==> src/rtl/wb_pkg.sv <==
// Shared encodings for the write-back stage: result sources, load funct3
// codes and the stall FSM state type.
package wb_pkg;

   // Result source select
   localparam logic [1:0] WB_SEL_ALU = 2'd0;
   localparam logic [1:0] WB_SEL_MEM = 2'd1;
   localparam logic [1:0] WB_SEL_PC4 = 2'd2;
   localparam logic [1:0] WB_SEL_IMM = 2'd3;

   // Load funct3 encodings
   localparam logic [2:0] F3_LB  = 3'b000;
   localparam logic [2:0] F3_LH  = 3'b001;
   localparam logic [2:0] F3_LW  = 3'b010;
   localparam logic [2:0] F3_LD  = 3'b011;
   localparam logic [2:0] F3_LBU = 3'b100;
   localparam logic [2:0] F3_LHU = 3'b101;
   localparam logic [2:0] F3_LWU = 3'b110;

   typedef enum logic {
      ST_IDLE = 1'b0,
      ST_WAIT = 1'b1
   } wb_state_e;

   // Width of the byte offset within one XLEN word
   function automatic int off_width(input int xlen);
      return $clog2(xlen / 8);
   endfunction

endpackage

==> src/rtl/wb_stage_load_extend.sv <==
// Load alignment and sign/zero extension. Purely combinational; selects the
// addressed byte/half/word little-endian from the aligned memory word and
// flags illegal funct3 codes and misaligned offsets.
module load_extend
   import wb_pkg::*;
#(
   parameter int XLEN = 32
) (
   input  logic [2:0]                  i_funct3,
   input  logic [off_width(XLEN)-1:0]  i_off,
   input  logic [XLEN-1:0]             i_rdata,
   output logic [XLEN-1:0]             o_data,
   output logic                        o_err
);

   logic [XLEN-1:0] w_sh;

   // Bring the addressed lane down to bit 0
   assign w_sh = i_rdata >> {i_off, 3'b000};

   // Extension and legality per load type
   always_comb begin
      o_data = '0;
      o_err  = 1'b0;
      case (i_funct3)
         F3_LB:  o_data = {{(XLEN-8){w_sh[7]}}, w_sh[7:0]};
         F3_LBU: o_data = {{(XLEN-8){1'b0}}, w_sh[7:0]};
         F3_LH: begin
            o_err  = i_off[0];
            o_data = {{(XLEN-16){w_sh[15]}}, w_sh[15:0]};
         end
         F3_LHU: begin
            o_err  = i_off[0];
            o_data = {{(XLEN-16){1'b0}}, w_sh[15:0]};
         end
         F3_LW: begin
            o_err  = |i_off[1:0];
            o_data = w_sh;
            // Upper half only exists on RV64; loop is empty for XLEN=32
            for (int i = 32; i < XLEN; i++) o_data[i] = w_sh[31];
         end
         F3_LWU: begin
            o_err  = (XLEN != 64) || (|i_off[1:0]);
            o_data = w_sh;
            for (int i = 32; i < XLEN; i++) o_data[i] = 1'b0;
         end
         F3_LD: begin
            o_err  = (XLEN != 64) || (|i_off);
            o_data = w_sh;
         end
         default: o_err = 1'b1;
      endcase
   end

endmodule

==> src/rtl/wb_stage.sv <==
// Registered write-back stage: four-way result mux, load extension, a
// two-state stall FSM for slow data-memory reads, and a 64-bit retired
// instruction counter. rf_wdata doubles as the next-cycle forwarding value.
module wb_stage
   import wb_pkg::*;
#(
   parameter int XLEN   = 32,
   parameter int REG_AW = 5
) (
   input  logic              i_clk,
   input  logic              i_rst,
   input  logic              i_valid,
   input  logic [REG_AW-1:0] i_rd,
   input  logic              i_reg_write,
   input  logic [1:0]        i_wb_sel,
   input  logic [2:0]        i_funct3,
   input  logic [XLEN-1:0]   i_alu_result,
   input  logic [XLEN-1:0]   i_pc_plus4,
   input  logic [XLEN-1:0]   i_imm,
   input  logic [XLEN-1:0]   i_mem_rdata,
   input  logic              i_mem_rvalid,
   output logic              o_stall,
   output logic              o_rf_we,
   output logic [REG_AW-1:0] o_rf_waddr,
   output logic [XLEN-1:0]   o_rf_wdata,
   output logic              o_load_err,
   output logic [63:0]       o_instret
);

   localparam int OFFW = off_width(XLEN);

   wb_state_e         r_state, w_state_nxt;
   logic [REG_AW-1:0] r_hold_rd;
   logic              r_hold_we;
   logic [2:0]        r_hold_f3;
   logic [OFFW-1:0]   r_hold_off;

   logic              r_rf_we;
   logic [REG_AW-1:0] r_rf_waddr;
   logic [XLEN-1:0]   r_rf_wdata;
   logic              r_load_err;
   logic [63:0]       r_instret;

   logic              w_is_load;
   logic [2:0]        w_ext_f3;
   logic [OFFW-1:0]   w_ext_off;
   logic [XLEN-1:0]   w_ld_data;
   logic              w_ld_err;

   logic              w_stall;
   logic              w_retire;
   logic              w_wr;
   logic              w_err;
   logic              w_capture;
   logic [REG_AW-1:0] w_waddr;
   logic [XLEN-1:0]   w_wdata;
   logic [63:0]       w_instret_nxt;

   assign w_is_load = (i_wb_sel == WB_SEL_MEM);

   // One extender serves both paths: held control while waiting, live otherwise
   assign w_ext_f3  = (r_state == ST_WAIT) ? r_hold_f3  : i_funct3;
   assign w_ext_off = (r_state == ST_WAIT) ? r_hold_off : i_alu_result[OFFW-1:0];

   load_extend #(.XLEN(XLEN)) u_ext (
      .i_funct3 (w_ext_f3),
      .i_off    (w_ext_off),
      .i_rdata  (i_mem_rdata),
      .o_data   (w_ld_data),
      .o_err    (w_ld_err)
   );

   assign w_instret_nxt = r_instret + 64'd1;

   // Next state, stall and the result to be registered this edge
   always_comb begin
      w_state_nxt = r_state;
      w_stall     = 1'b0;
      w_retire    = 1'b0;
      w_wr        = 1'b0;
      w_err       = 1'b0;
      w_capture   = 1'b0;
      w_waddr     = i_rd;
      w_wdata     = i_alu_result;
      case (r_state)
         ST_IDLE: begin
            case (i_wb_sel)
               WB_SEL_MEM: w_wdata = w_ld_data;
               WB_SEL_PC4: w_wdata = i_pc_plus4;
               WB_SEL_IMM: w_wdata = i_imm;
               default:    w_wdata = i_alu_result;
            endcase
            if (i_valid) begin
               if (w_is_load && w_ld_err) begin
                  // Bad loads retire immediately and never wait on memory
                  w_retire = 1'b1;
                  w_err    = 1'b1;
               end else if (w_is_load && !i_mem_rvalid) begin
                  w_stall     = 1'b1;
                  w_capture   = 1'b1;
                  w_state_nxt = ST_WAIT;
               end else begin
                  w_retire = 1'b1;
                  w_wr     = i_reg_write && (i_rd != '0);
               end
            end
         end
         ST_WAIT: begin
            w_waddr = r_hold_rd;
            w_wdata = w_ld_data;
            if (i_mem_rvalid) begin
               w_retire    = 1'b1;
               w_wr        = r_hold_we && (r_hold_rd != '0);
               w_state_nxt = ST_IDLE;
            end else begin
               w_stall = 1'b1;
            end
         end
         default: w_state_nxt = ST_IDLE;
      endcase
   end

   // FSM state and pending-load hold registers
   always_ff @(posedge i_clk) begin
      if (i_rst) begin
         r_state    <= ST_IDLE;
         r_hold_rd  <= '0;
         r_hold_we  <= 1'b0;
         r_hold_f3  <= '0;
         r_hold_off <= '0;
      end else begin
         r_state <= w_state_nxt;
         if (w_capture) begin
            r_hold_rd  <= i_rd;
            r_hold_we  <= i_reg_write;
            r_hold_f3  <= i_funct3;
            r_hold_off <= i_alu_result[OFFW-1:0];
         end
      end
   end

   // Register-file write port and error pulse
   always_ff @(posedge i_clk) begin
      if (i_rst) begin
         r_rf_we    <= 1'b0;
         r_rf_waddr <= '0;
         r_rf_wdata <= '0;
         r_load_err <= 1'b0;
      end else begin
         r_rf_we    <= w_wr;
         r_load_err <= w_err;
         if (w_wr) begin
            r_rf_waddr <= w_waddr;
            r_rf_wdata <= w_wdata;
         end
      end
   end

   // Retired-instruction counter, wraps naturally at 2^64
   always_ff @(posedge i_clk) begin
      if (i_rst)         r_instret <= '0;
      else if (w_retire) r_instret <= w_instret_nxt;
   end

   assign o_stall    = w_stall;
   assign o_rf_we    = r_rf_we;
   assign o_rf_waddr = r_rf_waddr;
   assign o_rf_wdata = r_rf_wdata;
   assign o_load_err = r_load_err;
   assign o_instret  = r_instret;

endmodule

==> config.mk <==
export PLATFORM = sky130hd
export DESIGN_NAME = wb_stage
export DESIGN_NICKNAME = d
export VERILOG_FILES = /design/src/rtl/wb_pkg.sv /design/src/rtl/wb_stage_load_extend.sv /design/src/rtl/wb_stage.sv
export SDC_FILE = /design/constraint.sdc
export NUM_CORES = 1
export LEC_CHECK = 0
export ABC_AREA = 0
export CAP_MARGIN = 0
export CORE_AREA = 5 5 146 120
export CTS_CLUSTER_SIZE = 28
export DETAILED_ROUTE_END_ITERATION = 8
export DIE_AREA = 0 0 151 125
export PLACE_DENSITY = 0.79
export SYNTH_ARGS = -nofsm -noshare
export SYNTH_HDL_FRONTEND = slang
export SYNTH_SLANG_ARGS = --single-unit
==> constraint.sdc <==
create_clock -name i_clk -period 5.3 [get_ports i_clk]
set_clock_uncertainty 0.05 [all_clocks]
set_input_delay 0.795 -clock i_clk [delete_from_list [all_inputs] [get_ports i_clk]]
set_output_delay 0.795 -clock i_clk [all_outputs]
set_load 0.02 [all_outputs]
==> results of run 1 <==
==> cell usage in the layout, fill, tap and decap left out, types with 4 or more instances in the layout <==
master,n
or4_1,9
and3_1,8
and2_1,4
a2111oi_0,13
a21o_1,4
a21oi_1,53
a211oi_1,22
a31oi_1,7
o2111ai_1,6
nor4b_1,4
nor4_1,12
or2_2,9
o41ai_1,4
nand4_1,16
clkbuf_16,17
nand3_1,30
mux2_2,29
nand2_1,97
o22ai_1,16
or3_1,12
xnor2_1,15
o2bb2ai_1,5
clkinv_2,4
nor3_1,17
nor3b_1,4
o21ai_0,40
dfxtp_1,114
clkbuf_8,5
o211ai_1,6
buf_4,12
mux2i_1,49
clkdlybuf4s50_1,243
nor2_1,140
inv_1,15
nor2b_1,15
a22oi_1,14
==> how the worst max path moves through the flow <==
stage                               start              to  slack, ps  depth (start not counted)
final                             r_state         o_stall       1300                          4
after global routing              r_state         o_stall       1110                          4
after CTS                         r_state         o_stall       1320                          4
after detailed placement  i_alu_result[1]  o_rf_wdata[27]       1320                          7
after global placement    i_alu_result[1]  o_rf_wdata[25]       1550                          7
after floorplan              o_instret[3]   o_instret[63]       2550                          9
==> per-stage QoR <==
| step | area, um^2 | cells | setup slack, ps | power (mW) |
|---|---|---|---|---|
| 6_report | 10200 | 1350 | 1300 | 2.53 |
| 5_1_grt | 10200 | 1349 | 1110 | 2.63 |
| 4_1_cts | 10200 | 1348 | 1320 | 2.54 |
| 3_5_place_dp | 9540 | 1317 | 1320 | 1.34 |
| 3_3_place_gp | 9540 | 1317 | 1550 | 1.34 |
| 2_1_floorplan | 7000 | 903 | 2550 | 1.13 |
==> state kept, by name, summed over array words and instances (netlist names) <==
name and cells:
o_instret 64, o_rf_wdata 32, r_hold_f3 3, o_rf_we 1, r_hold_off 2, r_state 1, o_rf_waddr 5, r_hold_we 1
o_load_err 1, r_hold_rd 5
==> power groups by stage <==
stage          Sequential, mW  Clock (mW)  Combinational [mW]
3_5_place_dp            0.924           0               0.419
6_report                0.906        1.20               0.425
4_1_cts                 0.906        1.22               0.421
3_3_place_gp            0.923           0               0.414
2_1_floorplan           0.946           0               0.183
5_1_grt                 0.909        1.26               0.456
==> worst reg2reg max path, cell delays in order, from the launching register on <==
cell	delay, ps
dfxtp_2	970
mux2i_4	840
mux2i_1	300
or3_1	470
a31oi_4	470
a2111oi_0	160
a2111oi_0	380
==> per-layer routing <==
layer / vias to the layer above / part of all wire (%) / GRT usage, %
met5: - / 0 / 0
met4: 0 / 2.1 / 8.37
met3: 35 / 8.4 / 5.86
met2: 355 / 44 / 38.3
met1: 3623 / 46 / 37.7
li1: 3728 / - / -
==> kinds of logic (layout without fill, tap and decap cells) <==
kind of cell             after synthesis  count (layout)
adder cells (fa/ha/maj)                1               1
AND/OR/NAND/NOR                      395             395
multiplexers                          80              80
XOR/XNOR                              18              18
other                                  0               2
AO/OA/AOI/OAI                        214             214
flip-flops                           115             115
buffers and inverters                 80             305
==> area by class of cell <==
class | instances | area [um^2] | area share, %
multi-input cells | 708 | 4360 | 42.9
clock buffers | 22 | 494 | 4.86
diodes | 2 | 5.00 | 0.0493
flip-flops and latches | 115 | 2300 | 22.7
inverters | 17 | 63.8 | 0.628
clock inverters | 9 | 126 | 1.24
well taps | 220 | 275 | 2.71
repair buffers | 257 | 2530 | 24.9
==> impl_metrics.toml, run 1 <==
[drt]
drc = 0
avgRoutedWirePerCell_um = 18.7
dr.pass1.iters = 5
detail_route.vias_per_cell = 5.73
drtIter0Drc = 667
vias = 7741
totalWireLength_mm = 25.2
ant_nets = 0

[timing]
fin_crit_sh_pct = 75.5
min_period_ps = 4000
drv_slew = 0
final.setup.tns_ps = 0
timing_hold_violations_final = 0
slew_headroom_pct = 17.8
fin_hold_ws_ps = 406
setup_violations = 0
rsz0062_at_grt = "false"
fmax_ghz = 0.250
worst_slew_pin_slew_ps = 1230

[setup_path]
timing.rr.end = "o_rf_wdata[27]"
critPathSlowestCell = "dfxtp_2"
cp_cell_sequence = "buf_4, clkinv_1, o22ai_1, clkdlybuf4s50_1"
critical_path_class = "register to output pin"
reg2reg_slack_ps = 1550
path_max_fanout = 45
crit_family = "buffers and inverters"
crit_buf_inv = 3
worstPathArrival_ps = 3160
r2r_cells = 6
r2r-start = "r_state"
crit_path_end_kind = "output pin"
slowest_delay_ps = 970
start_kind = "register"
crit_required_ps = 4450

[clock_network]
post_cts.repair.setup_buffers = 0
cts_sinks = 115
cts_hold_buf = 0
cts_tree = "built"
htree_levels = 4
clkTransAtPathRegs_ps = 50
clock-root-buffer = "clkbuf_16"
insertion_delay_ps = 420
cts_buffer_depth = 2
cts_resized = 0
cts_buffers = 17

[yosys]
synth_top_area_share_pct = 32.9
synth_cell_type_count = 71
yosys.area_share.simple_pct = 27.3
synth.area.mux_share_pct = 12.2
yosysMostFrequentCell = "nor2_1"
synthTopCellsByArea = "dfxtp_1 (33%), nor2_1 (7.5%), mux2i_1 (7.0%)"
synth-xor-area-share_pct = 2.25
yosysSeqAreaShare_pct = 32.9
synth_ff_type = "dfxtp_1"
synth_top_family_by_area = "simple AND/OR/NAND/NOR gates"
synth_cells = 903
async_flop_share_pct = 0
synth-edff-count = 0
synth_commonest_cells = "nor2_1 (140), dfxtp_1 (115), nand2_1 (97)"
ys_warn_count = 0
synth_fp_nets = 1047
yosys.area.top_type = "dfxtp_1"
synthAdderAreaFrac_pct = 0.179
synth_area_per_cell_um2 = 7.75
ys_seq_elements = 115
synth_compound_area_share_pct = 20.4
netlist_area_um2 = 7000

[power]
power_density_nw_per_um2 = 249
p_clk_share_pct = 47.4
pwr-share-comb_pct = 16.8
p_seq_share_pct = 35.8
ir_worst_vdd_mv = 0.236
netSwitchingPower_mw = 0.635
switching_share_pct = 25.1
internal_power_mw = 1.89
p_leak_nw = 3.62

[worst_hold_path]
hold_end = "o_rf_wdata[7]"
hold_depth = 2
min_from = "o_rf_wdata[7]"
hold_class = "register to register"

[job]
cap_violations = 0

[die]
ios = 247
fp.dieArea_um2 = 18900
initial_core_util_pct = 43.5
placementRows = 42
core_um2 = 16100
die_w_um = 151
die_y_um = 125

[cells_and_area]
fin_nets = 1260
drive_above_1_share_pct = 8.78
syn2layout_area_growth_pct = 45.1
utilization_pct = 63.2
fillCellCount = 1428

[grt]
antenna_found_initial = 1
grt_max_degree = 87
track_usage_pct = 26.0
grt-ovfl-total = 0
grt_pass1_wl_mm = 39.3
grt_pass1_vias = 7231

[place]
gp_congestion = 0.900
place.detailed.hpwl_mm = 18.5
portBuffers = 246

[run_status]
status = "completed"
Power figures use the tool's default switching activity.
==> run 2, diff against run 1 <==
==> constraint.sdc (replaced) <==
create_clock -name i_clk -period 4.1 [get_ports i_clk]
set_clock_uncertainty 0.05 [all_clocks]
set_input_delay 0.615 -clock i_clk [delete_from_list [all_inputs] [get_ports i_clk]]
set_output_delay 0.615 -clock i_clk [all_outputs]
set_load 0.02 [all_outputs]
==> impl_metrics.toml, run 2 (synthesis gave the netlist of run 1 again) <==
[setup_path]
worstPathArrival_ps = 2860
crit_required_ps = 3430
critPathSlowestCell = "dfxtp_2"
cp_cell_sequence = "nor3b_1, o22ai_1, a21o_1, o22ai_1, clkdlybuf4s50_1"
crit_family = "flip-flops"
crit_path_end_kind = "output pin"
path_max_fanout = 31
crit_path_frequent_cell = "o22ai_1"
crit_buf_inv = 1
critical_path_class = "register to output pin"
slowest_delay_ps = 770
start_kind = "register"

[job]
cap_violations = 0

[die]
initial_core_util_pct = 43.5
placementRows = 42
ios = 247
die_y_um = 125
core_um2 = 16100
fp.dieArea_um2 = 18900
die_w_um = 151

[clock_network]
cts_buffers = 17
cts_resized = 0
cts_hold_buf = 0
post_cts.repair.setup_buffers = 0
htree_levels = 4
cts_tree = "built"
cts_sinks = 115
clkTransAtPathRegs_ps = 50
insertion_delay_ps = 420
clock-root-buffer = "clkbuf_16"
cts_buffer_depth = 2

[cells_and_area]
fin_area_um2 = 10100
num_antenna_cells = 0
final_cells = 1355
syn2layout_area_growth_pct = 44.8
largest_reg_flops = 64
final_cell_mix = "clkdlybuf4s50_1 (243), nor2_1 (140), dfxtp_1 (114), nand2_1 (97), a21oi_1 (53)"
mostFrequentLayoutCell = "clkdlybuf4s50_1"
drive_above_1_share_pct = 9.07
fin_nets = 1266

[timing]
fin_hold_ws_ps = 404
min_period_ps = 3530
slew_headroom_pct = 24.5
final.setup.tns_ps = 0
fin_crit_sh_pct = 86.1
fmax_ghz = 0.283
timing_hold_violations_final = 0
worst_slew_pin_slew_ps = 1130
rsz0062_at_grt = "false"
setup_violations = 0
drv_slew = 0

[grt]
grt_pass1_vias = 7262
grt_max_degree = 77
antenna_found_initial = 0
grt-ovfl-total = 0
track_usage_pct = 26.2
grt_pass1_wl_mm = 39.7

[drt]
ant_nets = 0
vias = 7783
avgRoutedWirePerCell_um = 18.7
totalWireLength_mm = 25.3
drc = 0
drtIter0Drc = 607
detail_route.vias_per_cell = 5.74
dr.pass1.iters = 5

[place]
gp_congestion = 0.943
dpl.cell_count = 1323
dpl_cell_area_um2 = 9580
portBuffers = 246
place.detailed.hpwl_mm = 18.7

[run_status]
status = "completed"

[worst_hold_path]
hold_class = "register to register"

[power]
power_density_nw_per_um2 = 308
ir_worst_vdd_mv = 0.305
p_leak_nw = 3.61
[run 2: report_power, final]
part           total [mW]  internal, mW  switching [mW]
Sequential           1.17          1.15          0.0216
Clock                1.40         0.875           0.528
Combinational       0.553         0.274           0.279
Total                3.13          2.30           0.828
[run 2: worst paths after layout]
kind | start | to | slack [ps] | cells past startpoint
max | r_state | o_stall | 570 | 5
min | o_rf_wdata[7] | o_rf_wdata[7] | 400 | 2
max reg2reg | r_state | o_instret[39] | 830 | 6
min reg2reg | o_rf_wdata[7] | o_rf_wdata[7] | 400 | 2
[run 2: cell type report]
class	count	area (um^2)
clock inverter	9	80.1
inverter	17	63.8
multi-input combinational	708	4360
fill	1445	5940
sequential	115	2300
clock buffer	23	478
timing repair buffer	263	2580
tap	220	275
[run 2: stage by stage]
stage	total power, mW	util [%]	setup slack (ps)
after floorplan	1.46	-	1350
after global placement	1.73	59.6	601
after detailed placement	1.74	59.6	477
after CTS	3.14	63.0	588
after global routing	3.24	63.0	475
final	3.13	63.0	570
[run 2: metal layers]
metal  share of wire, %  wire length (um)  GRT usage (%)
met3                8.8              2230           6.55
met4                2.2               559           7.89
met2                 44             11100           39.0
met1                 45             11400           37.5
met5                  0                 0              0
[run 2: worst reg2reg max path, cell delays in order (launching register included)]
cell	delay (ps)
dfxtp_2	770
nor3b_1	320
o22ai_1	180
a21oi_1	800
or3_1	580
nor3_1	140
mux2_2	300
